==> config.mk <==
export PLATFORM = sky130hd
export DESIGN_NAME = mem_wb
export DESIGN_NICKNAME = d
export VERILOG_FILES = /design/src/rtl/mem_wb.sv
export SDC_FILE = /design/constraint.sdc
export NUM_CORES = 1
export LEC_CHECK = 0
export BUFFER_PORTS_ARGS = -buffer_cell sky130_fd_sc_hd__buf_2
export CAP_MARGIN = 20
export CORE_AREA = 2 2 105 107
export CTS_CLUSTER_DIAMETER = 50
export DETAILED_ROUTE_END_ITERATION = 8
export DIE_AREA = 0 0 107 109
export GPL_TIMING_DRIVEN = 0
export PLACE_DENSITY_LB_ADDON = 0.25
export RECOVER_POWER = 50
export SYNTH_ARGS = -nofsm -noshare
export SYNTH_HDL_FRONTEND = slang
export SYNTH_SLANG_ARGS = --single-unit
==> constraint.sdc <==
create_clock -name clk -period 1.1 [get_ports clk]
set_input_delay 0.055 -clock clk [delete_from_list [all_inputs] [get_ports clk]]
set_output_delay 0.055 -clock clk [all_outputs]
set_load 0.02 [all_outputs]
==> src/rtl/mem_wb.sv <==
// mem_wb: pipeline register between the memory-access and write-back stages.
// Captures the register-write result and HI/LO write request from the memory
// stage.
//
// The register supports:
//   - stall hold
//   - bubble insertion
//   - flush
//
// Optional retire counter: define MEM_WB_RETIRE_CNT_EN to add the retire_cnt
// output, the cnt_clr input and the counter logic.
module mem_wb (
    input  logic        clk,
    input  logic        rst,
    input  logic [4:0]  mem_wd,
    input  logic        mem_wreg,
    input  logic [31:0] mem_wdata,
    input  logic        mem_whilo,
    input  logic [31:0] mem_hi,
    input  logic [31:0] mem_lo,
    input  logic        mem_valid,
    input  logic [5:0]  stall,
    input  logic        flush,
    output logic [4:0]  wb_wd,
    output logic        wb_wreg,
    output logic [31:0] wb_wdata,
    output logic        wb_whilo,
    output logic [31:0] wb_hi,
    output logic [31:0] wb_lo,
    output logic        wb_valid
`ifdef MEM_WB_RETIRE_CNT_EN
    ,
    output logic [31:0] retire_cnt,
    input  logic        cnt_clr
`endif
);

    localparam int unsigned REG_AW = 5;
    localparam int unsigned REG_DW = 32;

    logic mem_stall;
    logic wb_stall;
    logic do_bubble;
    logic do_load;

    // Stall bits for the earlier pipeline stages are not used in this stage.
    logic unused_stall;
    assign unused_stall = ^stall[3:0];

    assign mem_stall = stall[4];
    assign wb_stall  = stall[5];

    // Action select: flush beats bubble beats hold beats load.
    // The illegal combination mem_stall=0 with wb_stall=1 is treated as a load.
    assign do_bubble = flush || (mem_stall && !wb_stall);
    assign do_load   = !flush && !mem_stall;

    // Pipeline register: reset and bubble both clear the slot; hold keeps it.
    always_ff @(posedge clk or negedge rst) begin
        if (!rst) begin
            wb_wd    <= REG_AW'(0);
            wb_wreg  <= 1'b0;
            wb_wdata <= REG_DW'(0);
            wb_whilo <= 1'b0;
            wb_hi    <= REG_DW'(0);
            wb_lo    <= REG_DW'(0);
            wb_valid <= 1'b0;
        end else if (do_bubble) begin
            wb_wd    <= REG_AW'(0);
            wb_wreg  <= 1'b0;
            wb_wdata <= REG_DW'(0);
            wb_whilo <= 1'b0;
            wb_hi    <= REG_DW'(0);
            wb_lo    <= REG_DW'(0);
            wb_valid <= 1'b0;
        end else if (do_load) begin
            wb_wd    <= mem_wd;
            wb_wreg  <= mem_wreg;
            wb_wdata <= mem_wdata;
            wb_whilo <= mem_whilo;
            wb_hi    <= mem_hi;
            wb_lo    <= mem_lo;
            wb_valid <= mem_valid;
        end
    end

`ifdef MEM_WB_RETIRE_CNT_EN
    // Retire counter: counts valid loads, clear wins, wraps naturally.
    always_ff @(posedge clk or negedge rst) begin
        if (!rst) begin
            retire_cnt <= REG_DW'(0);
        end else if (cnt_clr) begin
            retire_cnt <= REG_DW'(0);
        end else if (do_load && mem_valid) begin
            retire_cnt <= retire_cnt + REG_DW'(1);
        end
    end
`endif

endmodule
# Yosys cells after proc, flatten, opt, wreduce, memory -nomap -nowiden
# Index checks and enable logic that the tools add are counted.
# W data, S select, Z words.
[op_classes]
muxes = 14
n_reduce_logical = 7
[ops]
columns = ["operator", "n"]
rows = [
  ["$mux W32", 6],
  ["$mux W5", 2],
  ["$mux W1", 6],
  ["$logic_not A1 Y1", 3],
  ["$logic_and A1 B1 Y1", 2],
  ["$reduce_bool A2 Y1", 1],
  ["$logic_or A1 B1 Y1", 1],
]
[totals]
register_bits = 104
inputBits = 113
output_inout_bits = 104
elab_cells = 28

# Depth between registers and ports, before layout
[depth]
depth_word = 4
mapped_depth = 5
mapped_depth_nobuf = 2

# Worst setup path before layout
# Ideal clock, no wire load.
[synth_path]
kind = "register to register"
startpoint = "register wb_hi[31] (netlist name)"
endpoint = "register wb_hi[31]"
setup_ps = 122
t_arrival_ps = 690
required_ps = 978
setup_slack_ps = 288
stages_incl_launch_ff = 2
n_path_buf = 0
synth_period_minus_slack_ps = 812
cell_sequence = "dfrtp_1 > a32o_1"
[synth_lines]
columns = ["element", "line_no", "text"]
rows = [
  ["end signal, assigned", "81", "wb_hi <= mem_hi;"],
  ["end, declared", "28", "output logic [31:0] wb_hi,"],
]

# Worst setup path in the final report
[layout_path]
startpoint = "register wb_lo[29]"
endpoint = "output wb_lo[29]"
[layout_lines]
columns = ["element", "line_no", "text"]
rows = [
  ["start, declared", "29", "output logic [31:0] wb_lo,"],
  ["start signal, assigned", "82", "wb_lo <= mem_lo;"],
]
# No word-level cell between the ends.

==> results.md <==
* Pin count of the biggest net entering global routing at 59
* Worst Max-Slew Pin Slew at 0.5486 ns
* Die area at 11660 sq um
* Crit end category: primary output
* CP Data Arrival Time at 0.93 ns
* Syn avg cell area at 10.22 sq um
* Dpl hpwl at 9.070 mm
* Clk buf depth at 2
* Iteration count of the initial detailed-routing pass at 4
* Clk_lat worst skew at 0.35 ns
* Post-CTS Setup Bufs at 0
* RSZ-0062 raised after global routing: false
* Post-synthesis adder-cell area fraction at 0%
* Top delay family on crit path: flip-flops
* Power, Total at 7.814 mW
* Clk pin slew, worst setup/hold paths at 0.09 ns
* Post-synth top cells: 104 x dfrtp_1, 97 x a21oi_1, 97 x nand2b_1, 97 x nand3_1, 14 x buf_6
* M1 GR Usage at 29.54%
* Synth Cell Area at 4599 sq um
* # IOs at 217
* Final period utilization at 89.91%
* F_max at 1011 MHz
* Grt peak-use layer: met2
* Simple-Gate Fraction of Synth Area at 24.02%
* Tmin final at 0.9890 ns
* Worst Path Buf+Inv at 1
* Number of enable flip-flop cells after synthesis at 0
* Synth Area in Compound Gates at 12.08%
* Register area share after synthesis at 56.58%
* Port bufs at 209
* Count of final setup violators at 0
* GR Layer Usage met3 at 6.515%
* Asr flop ratio synth at 100.0%
* Synth top area share at 56.58%
* Fin nets at 889
* Met2 Usage GRT at 42.90%
* Vias in the first global route at 4653
* R2r startpoint: wb_lo[20]
* Area growth from synthesis to layout at 53.54%
* Leak at 3.491 nW
* Final wirelength at 14.19 mm
* Hold Path Origin: stall[5]
* H-Tree Depth at 3
* Critical Path Start: wb_lo[29]
* GRT overflow at 0
* Filler cells at 823
* Pwr dens at 1107 nW/um^2
* Row count at 38
* WS Path Type: flip-flop to primary output
* Routability Congestion at 0.7917
* Setup ws final at 0.1110 ns
* Final instance area at 7062 sq um
* Peak supply drop at 0.6948 mV
* R2r setup slk at 0.35 ns
* Via-to-Cell Ratio at 5.065
* Place WS at 0.08640 ns
* CTS Buf Count at 9
* Ys flop type: dfrtp_1
* Gate Count Post-Synth at 450
* Cell with the most instances after synthesis: dfrtp_1
* Post-Synth XOR/XNOR Area at 0%
* CTS Sinks at 104
* Largest family of logic cells by synthesized area: simple AND/OR/NAND/NOR gates
* Share of layout cells above drive strength 1 at 32.78%
* Hold crit path type: primary input to flip-flop
* Gr usage total at 24.42%
* Core Area at 10600 sq um
* Worst Path Required at 1.04 ns
* WL per Instance at 15.46 um
* Ant. Diodes at 0
* Crit-path max FO at 2
* CP Cell Sequence: buf_2
* Post-route ant nets at 0
* Cell variety after synth at 13
* DRC at 0
* Area after DPL at 5851 sq um
* Final hold slack at 0.1374 ns
* Status: complete, no violations
* Die Wd at 107 um
* Die height at 109 um
* Synth area leaders: dfrtp_1 57%, nand2b_1 13%, a21oi_1 11%, nand3_1 11%, buf_6 3.4%
* Syn_nets at 563
* Initial Util at 43.38%
* CTS tree: done
* Warnings, synthesis at 0
* Synth area leader: dfrtp_1
* CP max stage cell: dfrtp_1
* Cell chosen for the clock root: clkbuf_8
* Crit path launch type: flip-flop
* Finished Core Util at 66.60%
* Rel. slew slack at 63.43%
* Max Cap Violations at 0
* Via Count at 4650
* First-pass GRT wire length at 22.47 mm
* Initial antenna violation count at 0
* Worst Skew at 0 ns
* Hold Violations, Final at 0
* Yosys reg bits at 104
* Max-slew violations at 0
* Initial DRC Count at 317
* Mux cell area share after synthesis at 0%
* Crit path largest cell delay at 0.41 ns
timing repair:
action | 4_1_cts | 5_1_grt
endpoints found under the setup margin | 0 | 47
hold buffers | 105 | 0
endpoints found under the hold margin | 161 | 0
resized for setup | 0 | 1
per-layer routing:
layer | routed length (um) | part of all wire, %
met1 | 5781 | 41
met2 | 7202 | 51
met3 | 1013 | 7.1
met4 | 193 | 1.4
met5 | 0 | 0
path summary, 6_finish.rpt:
| check | to | cells past startpoint |
|---|---|---|
| worst max-delay path | wb_lo[29] | 1 |
| worst min-delay path | wb_wdata[25] | 4 |
| worst max register to register | wb_lo[20] | 2 |
| worst min register to register | wb_valid | 1 |
| max in group asynchronous | wb_lo[14] | 3 |
| min in group asynchronous | wb_wdata[11] | 2 |
placed cells by master, fill, tap and decap left out:
master         netlist  layout
buf_2               11     214
dlygate4sd3_1        0     105
dfrtp_1            104     104
nand2b_1            97      97
nand3_1             97      97
a21oi_1             97      97
buf_6               14      15
clkbuf_1            10      14
clkbuf_8             0      11
buf_4                9       9
a32o_1               7       7
clkbuf_2             0       2
buf_8                1       1
inv_1                1       1
and2_1               1       1
nor2_2               1       1
clkinv_2             0       1
buf_16               0       1
sequential cells by signal, summed over array words and instances, names as in the netlist:
register,flops
wb_wd,5
wb_valid,1
wb_whilo,1
wb_wdata,32
wb_wreg,1
wb_lo,32
wb_hi,32
per-stage QoR:
stage	setup TNS, ns	instances
global route	0	918
finish	0	918
CTS	0	918
floorplan	0	450
detailed placement	0	800
global placement	-116.10	799
power by group:
group | leakage (nW) | internal, mW | switching, mW
Combinational | 2.01 | 0.772 | 0.851
Sequential | 1.39 | 3.99 | 0.0995
Clock | 0.0842 | 0.910 | 1.19
cell families after synthesis:
family / Yosys count
AOI/OAI and AO/OA: 104
DFF: 104
and+or+nand+nor: 196
buffers and inverters: 46
final cells by class:
class                   instances  area [sq um]  area share [%]
clock buffers                  12         155.1           2.197
well taps                     140         175.2           2.481
inverters                       1         3.754         0.05315
repair buffers                315          2131           30.17
flip-flops and latches        104          2603           36.85
multi-input cells             300          1660           23.51
clock inverters                 1         5.005         0.07087
plain buffers                  45         329.1           4.660
Note: power is estimated with default switching activity, not from simulation.
